--- config.mk ---
export PLATFORM = sky130hd
export DESIGN_NAME = mul_div_unit
export DESIGN_NICKNAME = d
export VERILOG_FILES = /design/src/rtl/mul_div_unit.sv
export SDC_FILE = /design/constraint.sdc
export NUM_CORES = 1
export LEC_CHECK = 0
export BUFFER_PORTS_ARGS = -buffer_cell sky130_fd_sc_hd__buf_2
export CORE_MARGIN = 10
export CORE_UTILIZATION = 65
export DETAILED_ROUTE_END_ITERATION = 10
export GPL_ROUTABILITY_DRIVEN = 0
export PLACE_DENSITY = 0.9
export SYNTH_ARGS = -nofsm -noshare
export SYNTH_HDL_FRONTEND = slang
export SYNTH_SLANG_ARGS = --single-unit
export TNS_END_PERCENT = 20
--- constraint.sdc ---
create_clock -name clk -period 8.4 [get_ports clk]
set_input_delay 0.42 -clock clk [delete_from_list [all_inputs] [get_ports clk]]
set_output_delay 0.42 -clock clk [all_outputs]
set_load 0.02 [all_outputs]
--- src/rtl/mul_div_unit.sv ---
`default_nettype none
// ============================================================================
//  Module   : mul_div_unit
//  Purpose  : Iterative multi-cycle integer multiply/divide unit with HI/LO
//             result registers. Handles MULT, MULTU, DIV, DIVU, MTHI, MTLO.
//             One product/quotient bit per cycle, start/busy/done handshake.
//  Revision : 1.0  initial release
// ============================================================================
module mul_div_unit #(
  parameter int WIDTH = 32
) (
  input  logic             clk,
  input  logic             reset,
  input  logic             start,
  input  logic [2:0]       mdOp,
  input  logic [WIDTH-1:0] opA,
  input  logic [WIDTH-1:0] opB,
  output logic             busy,
  output logic             done,
  output logic [WIDTH-1:0] hi,
  output logic [WIDTH-1:0] lo
);

  localparam int CW = $clog2(WIDTH) + 1;

  localparam logic [2:0] OP_MULT  = 3'd1;
  localparam logic [2:0] OP_MULTU = 3'd2;
  localparam logic [2:0] OP_DIV   = 3'd3;
  localparam logic [2:0] OP_DIVU  = 3'd4;
  localparam logic [2:0] OP_MTHI  = 3'd5;
  localparam logic [2:0] OP_MTLO  = 3'd6;

  // Counter value seen on the final RUN edge (E_WIDTH).
  localparam logic [CW-1:0] LAST_STEP = CW'(WIDTH - 1);

  typedef enum logic [1:0] {
    ST_IDLE = 2'd0,
    ST_RUN  = 2'd1,
    ST_FIX  = 2'd2
  } state_t;

  state_t             state_q, state_d;
  logic [CW-1:0]      count_q, count_d;
  // Multiply: full 2*WIDTH product accumulator, multiplier consumed from bit 0.
  // Divide:   low half holds dividend bits shifting out / quotient shifting in.
  logic [2*WIDTH-1:0] prod_q, prod_d;
  logic [WIDTH:0]     rem_q, rem_d;       // restoring-divide partial remainder
  logic [WIDTH-1:0]   opb_q, opb_d;       // multiplicand or divisor magnitude
  logic               is_div_q, is_div_d;
  logic               neg_lo_q, neg_lo_d; // negate product / quotient at FIX
  logic               neg_hi_q, neg_hi_d; // negate remainder at FIX
  logic               div_zero_q, div_zero_d;
  logic [WIDTH-1:0]   hi_q, hi_d;
  logic [WIDTH-1:0]   lo_q, lo_d;
  logic               done_q, done_d;

  // Combinational helpers
  logic               is_signed;
  logic               a_neg, b_neg;
  logic [WIDTH-1:0]   mag_a, mag_b;
  logic [WIDTH:0]     mul_sum;
  logic [WIDTH:0]     div_trial, div_diff;
  logic [2*WIDTH-1:0] prod_fixed;
  logic [WIDTH-1:0]   quo_fixed, rem_fixed;

  // Next-state, datapath step and result formatting
  always_comb begin
    state_d    = state_q;
    count_d    = count_q;
    prod_d     = prod_q;
    rem_d      = rem_q;
    opb_d      = opb_q;
    is_div_d   = is_div_q;
    neg_lo_d   = neg_lo_q;
    neg_hi_d   = neg_hi_q;
    div_zero_d = div_zero_q;
    hi_d       = hi_q;
    lo_d       = lo_q;
    done_d     = 1'b0;

    is_signed  = (mdOp == OP_MULT) || (mdOp == OP_DIV);
    a_neg      = is_signed & opA[WIDTH-1];
    b_neg      = is_signed & opB[WIDTH-1];
    // Two's-complement negation of -2^(W-1) yields 2^(W-1) as an unsigned magnitude.
    mag_a      = a_neg ? (~opA + 1'b1) : opA;
    mag_b      = b_neg ? (~opB + 1'b1) : opB;

    mul_sum    = prod_q[0] ? ({1'b0, prod_q[2*WIDTH-1:WIDTH]} + {1'b0, opb_q})
                           : {1'b0, prod_q[2*WIDTH-1:WIDTH]};
    div_trial  = {rem_q[WIDTH-1:0], prod_q[WIDTH-1]};
    div_diff   = div_trial - {1'b0, opb_q};

    prod_fixed = neg_lo_q ? (~prod_q + 1'b1) : prod_q;
    quo_fixed  = neg_lo_q ? (~prod_q[WIDTH-1:0] + 1'b1) : prod_q[WIDTH-1:0];
    rem_fixed  = neg_hi_q ? (~rem_q[WIDTH-1:0] + 1'b1) : rem_q[WIDTH-1:0];

    case (state_q)
      ST_IDLE: begin
        if (start) begin
          case (mdOp)
            OP_MULT, OP_MULTU: begin
              prod_d     = {{WIDTH{1'b0}}, mag_b};
              opb_d      = mag_a;
              rem_d      = '0;
              is_div_d   = 1'b0;
              neg_lo_d   = a_neg ^ b_neg;
              neg_hi_d   = 1'b0;
              div_zero_d = 1'b0;
              count_d    = '0;
              state_d    = ST_RUN;
            end
            OP_DIV, OP_DIVU: begin
              prod_d     = {{WIDTH{1'b0}}, mag_a};
              opb_d      = mag_b;
              rem_d      = '0;
              is_div_d   = 1'b1;
              neg_lo_d   = a_neg ^ b_neg;
              neg_hi_d   = a_neg;
              div_zero_d = (opB == '0);
              count_d    = '0;
              state_d    = ST_RUN;
            end
            OP_MTHI: hi_d = opA;
            OP_MTLO: lo_d = opA;
            default: ;
          endcase
        end
      end
      ST_RUN: begin
        if (is_div_q) begin
          // Restoring step: a clear sign bit means the divisor fitted.
          if (!div_diff[WIDTH]) begin
            rem_d  = div_diff;
            prod_d = {prod_q[2*WIDTH-1:WIDTH], prod_q[WIDTH-2:0], 1'b1};
          end else begin
            rem_d  = div_trial;
            prod_d = {prod_q[2*WIDTH-1:WIDTH], prod_q[WIDTH-2:0], 1'b0};
          end
        end else begin
          prod_d = {mul_sum, prod_q[WIDTH-1:1]};
        end
        count_d = count_q + 1'b1;
        if (count_q == LAST_STEP) begin
          state_d = ST_FIX;
        end
      end
      ST_FIX: begin
        if (is_div_q) begin
          // Divide by zero: remainder path already reproduces opA.
          lo_d = div_zero_q ? {WIDTH{1'b1}} : quo_fixed;
          hi_d = rem_fixed;
        end else begin
          hi_d = prod_fixed[2*WIDTH-1:WIDTH];
          lo_d = prod_fixed[WIDTH-1:0];
        end
        done_d  = 1'b1;
        state_d = ST_IDLE;
      end
      default: state_d = ST_IDLE;
    endcase
  end

  // State and datapath registers with synchronous reset
  always_ff @(posedge clk) begin
    if (reset) begin
      state_q    <= ST_IDLE;
      count_q    <= '0;
      prod_q     <= '0;
      rem_q      <= '0;
      opb_q      <= '0;
      is_div_q   <= 1'b0;
      neg_lo_q   <= 1'b0;
      neg_hi_q   <= 1'b0;
      div_zero_q <= 1'b0;
      hi_q       <= '0;
      lo_q       <= '0;
      done_q     <= 1'b0;
    end else begin
      state_q    <= state_d;
      count_q    <= count_d;
      prod_q     <= prod_d;
      rem_q      <= rem_d;
      opb_q      <= opb_d;
      is_div_q   <= is_div_d;
      neg_lo_q   <= neg_lo_d;
      neg_hi_q   <= neg_hi_d;
      div_zero_q <= div_zero_d;
      hi_q       <= hi_d;
      lo_q       <= lo_d;
      done_q     <= done_d;
    end
  end

  assign busy = (state_q != ST_IDLE);
  assign done = done_q;
  assign hi   = hi_q;
  assign lo   = lo_q;

endmodule
`default_nettype wire

==> run metrics, run 1 <==
DRT Wirelength=around 57 mm; Post-CTS Setup Bufs=0; CP peak stage delay=between 0.9 and 1 ns; Post-synth top cells=nand2_1, dfxtp_1, nor2_1; fill cell count=1,777; most common cell in the netlist=nand2_1; crit path max fanout=18; Worst slew margin=0.117; Worst path top cell family by delay=simple AND/OR/NAND/NOR gates; layout cells sized above 1=0.105; Syn-to-layout area delta=9.13%; setup TNS=0 ns; Synth Instances=around 2,100; clk sinks=slightly above 200; endpoints failing setup=0; Yosys top cell by area=dfxtp_1; top cells by area in the synthesized netlist=dfxtp_1, xnor2_1, a21oi_1, ha_1, nand2_1; Nets=between 2,000 and 2,500; Slew Limit Fails=0; Skew-Pair Late Insertion Delay=0.53 ns; Clock Path Buffers=3; Synth cell types=78; min-delay worst type=primary input to flop; HPWL reported at the end of detailed placement=between 40 and 50 mm; status=completed; GRT Total Usage=0.344; Worst path slowest cell=dfxtp_1; Worst Path Buf+Inv=1; Row Count=57; Residual DRC=0; FMAX=0.246 GHz; CP Launch Type=flop; Post-DRT Antenna Nets=0; die extent in x=roughly 180 um; Yosys top cell area share=0.258; CTS Buf Count=24; core area=between 0.02 and 0.025 mm^2; WL/cell=between 20 and 25 um; RSZ-0062 raised after global routing=false; Critical Path AT=about 4.5 ns; largest net degree at the start of global routing=about 100; initial antenna violation count=0; vias in the first global route=between 15,000 and 20,000; Slew @ Worst Pin=around 1.3 ns; antenna cells=0; dominant synthesized flop cell=dfxtp_1; starting density of the core=0.657; IO buf count=135; synth warn=0; crit end category=flop; Detailed Routing Iterations Pass 1=11; Iter 0 DRT Violations=about 3,300; crit-path cells=clkinv_1, ha_1, nor3b_1, and3_1, nand4b_1, or2_0, or4_1, nand2_1, xor2_1, nor2_1, a21oi_1, a2111oi_0; Seq/Total Area, Yosys=0.258; Cell Area, Synth=0.0159 mm^2; Post-synth EDFFs=0; Vias/cell=approximately 7; final hold vios=0; Max-cap violations=0; hold_buf cts=0; Post-synth ARST share=0; period utilization=0.485; Design Area, Final=0.0173 mm^2; syn_nets=approximately 2,200; Root Buffer=clkbuf_16; CTS tree=yes; Yosys reg bits=a little over 200; WHS=roughly 0.23 ns; Worst VDD drop=roughly 0.19 mV; PwrDens=166 mW/mm^2; Die Height=around 180 um; I/O Pins=approximately 140; Pleak=about 6.8 nW; Post-Route Utilization=0.717; Placement Cell Area=approximately 0.017 mm^2; Total Die Area=slightly above 0.03 mm^2; Clk pin slew, worst setup/hold paths=roughly 0.06 ns; first-pass GRT wire length=just under 90 mm; skew final=0.0157 ns; critical path type=flop to flop; post-CTS resize count=0; H-Tree Depth=1; Final min period=slightly above 4 ns; Worst Path Required=a little under 9 ns; Avg Inst Size Synth=7.57 um^2; Via Count=17,500; gr ovfl total=0
logic make-up after synthesis:
family	Yosys count	share of synthesized area
compound gates	704	0.294
simple gates	618	0.178
buf+inv	223	0.0541
xor+xnor	206	0.114
flops	205	0.258
mux	72	0.0455
fa+ha+maj	71	0.0568
power breakdown:
group          internal, mW  switching, mW  total, mW
sequential             1.01         0.0728       1.08
clock                 0.642          0.438       1.08
combinational         0.253          0.457      0.710
per-layer routing:
metal	global-route usage	wire length [um]
met3	0.139	9670
met5	0	0
met4	0.186	3550
met1	0.435	21000
met2	0.491	22900
path summary, 6_finish.rpt:
path,cells after the start,startpoint,endpoint,slack [ns]
hold reg to reg,2,lo[7]$_SDFFE_PP0P_,lo[7]$_SDFFE_PP0P_,0.45
hold / removal,3,opB[0],opb_q[0]$_SDFFE_PP0P_,0.23
setup / recovery,12,prod_q[0]$_SDFFE_PP0P_,hi[14]$_SDFFE_PP0P_,4.33
setup reg to reg,12,prod_q[0]$_SDFFE_PP0P_,hi[14]$_SDFFE_PP0P_,4.33
state kept, by name, summed over array words and instances (netlist names):
name,count
state_q,2
neg_hi_q,1
opb_q,32
hi,32
is_div_q,1
rem_q,32
neg_lo_q,1
lo,32
div_zero_q,1
prod_q,64
count_q,6
done,1
area by class of cell:
type                    instances  area (um^2)  share of cell area
clock buffers                  35          743              0.0429
clock inverters                 7         67.6             0.00390
inverters                      61          229              0.0132
multi-input cells            1671        11000               0.634
flip-flops and latches        205         4110               0.237
well taps                     324          405              0.0234
repair buffers                151          798              0.0460
worst register-to-register path: cells and delay by family, from the launching register on:
kind	cells	cell delay [ns]
xor+xnor	1	0.17
fa+ha+maj	1	0.38
simple gates	7	1.35
buf+inv	1	0.55
flops	1	0.98
compound gates	2	0.49
layout by cell type (no fill, tap or decap), types with 7 or more instances in the layout:
cell       instances
a211o_1            8
a211oi_1          85
a21o_1            33
a21oi_1          193
a221oi_1          12
a222oi_1          12
a22oi_1            8
a311oi_1           9
a31oi_1           23
and2_1             9
and3_1             9
buf_2            134
buf_4             17
clkbuf_16         25
clkbuf_8           8
dfxtp_1          203
ha_1              69
inv_1             60
mux2i_1           70
nand2_1          220
nand2b_1          14
nand3_1           24
nand4_1           10
nor2_1           196
nor2b_1           12
nor3_1            38
nor4_1            17
o211ai_1          31
o21a_1             7
o21ai_0          123
o221ai_1          32
o22ai_1           10
o31ai_1           41
o41ai_1           21
or2_2              7
or3_1             15
or4_1             20
xnor2_1          114
xor2_1            91
per-stage QoR:
stage | instances | power, mW | setup slack (ns)
floorplan | 2099 | 1.57 | 4.97
global placement | 2412 | 1.74 | 4.76
detailed placement | 2412 | 1.76 | 4.58
CTS | 2454 | 2.82 | 4.53
global route | 2454 | 2.94 | 4.16
finish | 2454 | 2.87 | 4.33
No activity file was read; power rests on OpenSTA's default activity.
==> inputs of run 2 (changes only) <==
CORE_UTILIZATION = 62   (was 65)
PLACE_DENSITY = 0.86   (was 0.9)
clock period = 4.05 ns   (was 8.4 ns; I/O delays follow)
==> run 2 against run 1 <==
Effect of this change:
- largest cell class unchanged
- final area grew 1.2%
- fmax grew 8.4%
- combinational power grew 110%
- first-iteration DRC count shrank 2.4%
- largest power group unchanged
- register-to-register slack lost 4.0 ns
- hold slack lost 0.21 ns
- sequential power grew 110%
- clock power grew 110%
==> run metrics, run 2 (synthesis results as in run 1) <==
core area=between 0.02 and 0.03 mm^2; crit end category=flop; gr ovfl total=0; DRT Wirelength=approximately 57 mm; met1 Use GR=0.435; Pleak=just under 7 nW; pre-CTS WS=around 0.44 ns; largest net degree at the start of global routing=roughly 120; Nets=2,280; WHS=around 0.014 ns; CTS tree=yes; Vias/cell=between 6 and 7; antenna cells=0; critical path type=flop to flop; Worst Path Required=roughly 4.4 ns; most frequent cells in the layout=nand2_1, dfxtp_1, nor2_1; clk sinks=between 200 and 250; skew final=between 0.02 and 0.025 ns; first-pass GRT wire length=88.0 mm; CTS Buf Count=23; crit path max fanout=8; GR peak layer=met2; fin cells=about 2,500; H-Tree Depth=1; status=completed; endpoints failing setup=0; grt met3 use=0.128; Clk pin slew, worst setup/hold paths=0.06 ns; Worst path slowest cell=or4_1; total power=5.97 mW; Clock Path Buffers=3; Reg2Reg Setup Slack=~0.29 ns; I/O Pins=136; fill cell count=1,986; min-delay worst type=primary input to flop; Total Die Area=~0.032 mm^2; Post-CTS Setup Bufs=0; Root Buffer=clkbuf_16; Max-cap violations=0; Row Count=58; period utilization=0.927; Critical Path AT=4.14 ns; Worst slew margin=0.173; RSZ-0062 raised after global routing=false; setup TNS=0 ns; Detailed Routing Iterations Pass 1=7; Slew Limit Fails=0; WL/cell=around 23 um; Residual DRC=0; most common cell after layout, fill and taps aside=nand2_1; Post-DRT Antenna Nets=0; layout cells sized above 1=0.115; worst setup margin=0.294 ns; Slew @ Worst Pin=1.24 ns; Skew-Pair Late Insertion Delay=approximately 0.54 ns; Most common cell on crit path=or4_1; max reg flops=between 60 and 70; starting density of the core=0.631; Final min period=roughly 3.8 ns; final hold vios=0; Die Height=approximately 180 um; vias in the first global route=around 16,000; crit-path cells=or4_1, nor4_1, nand4b_1, or2_0, or4_1, nand2_1, xor2_1, nor2_1, a21oi_1, a2111oi_0; largest reg by FF count=prod_q; die extent in x=between 150 and 200 um; IO buf count=135; PwrDens=340 mW/mm^2; Worst VDD drop=0.300 mV; Via Count=around 17,000; Global Route met2 Usage=0.453; Syn-to-layout area delta=10.5%; initial antenna violation count=1; HPWL reported at the end of detailed placement=about 43 mm; FMAX=0.266 GHz; CP peak stage delay=between 0.6 and 0.7 ns; Iter 0 DRT Violations=3,216; CP Launch Type=flop; Post-Place Cells=2,444; GRT Total Usage=0.328
-- run 2: cell types whose count changed in the layout (fill, tap and decap cells not counted), sizes merged --
cell,previous run,this run
bufinv,1,3
clkbuf,35,31
buf,151,177
-- run 2: final timing paths --
check / from / to / depth (start not counted)
setup reg to reg: prod_q[16]$_SDFFE_PP0P_ / hi[14]$_SDFFE_PP0P_ / 10
hold reg to reg: lo[18]$_SDFFE_PP0P_ / lo[18]$_SDFFE_PP0P_ / 2
setup / recovery: prod_q[16]$_SDFFE_PP0P_ / hi[14]$_SDFFE_PP0P_ / 10
hold / removal: opA[29] / hi[29]$_SDFFE_PP0P_ / 3
-- run 2: where the power goes --
part | internal (mW) | switching, mW | leakage [nW]
Combinational | 0.544 | 0.975 | 4.82
Sequential | 2.10 | 0.133 | 1.67
Clock | 1.34 | 0.882 | 0.392
-- run 2: final cells by class --
| cell class | count | area [um^2] | share of cell area |
|---|---|---|---|
| multi-input cells | 1671 | 11000 | 0.626 |
| flip-flops and latches | 205 | 4110 | 0.234 |
| repair buffers | 177 | 1020 | 0.0580 |
| clock buffers | 31 | 666 | 0.0379 |
| well taps | 330 | 413 | 0.0235 |
| inverters | 61 | 229 | 0.0130 |
| clock inverters | 9 | 130 | 0.00741 |
-- run 2: layer usage --
layer  share of wire  wire length, um
met2            0.39            22400
met4           0.058             3280
met3            0.17             9840
met1            0.38            21400
met5         0.00012                7
-- run 2: through the flow --
stage               utilization  cell area [um^2]
floorplan                     -             15900
global route              0.697             17600
global placement          0.665             16800
detailed placement        0.665             16800
CTS                       0.697             17500
finish                    0.697             17600
-- run 2: critical path: cells and delay by family (launching register included) --
kind / cells / cell delay, ns
simple gates: 7 / 2.59
compound gates: 2 / 0.55
flops: 1 / 0.38
xor+xnor: 1 / 0.06
-- run 2: timing repair --
item	in CTS	in global routing
endpoints found under the setup margin	0	2
gates resized for setup	0	1
hold buffers	0	0
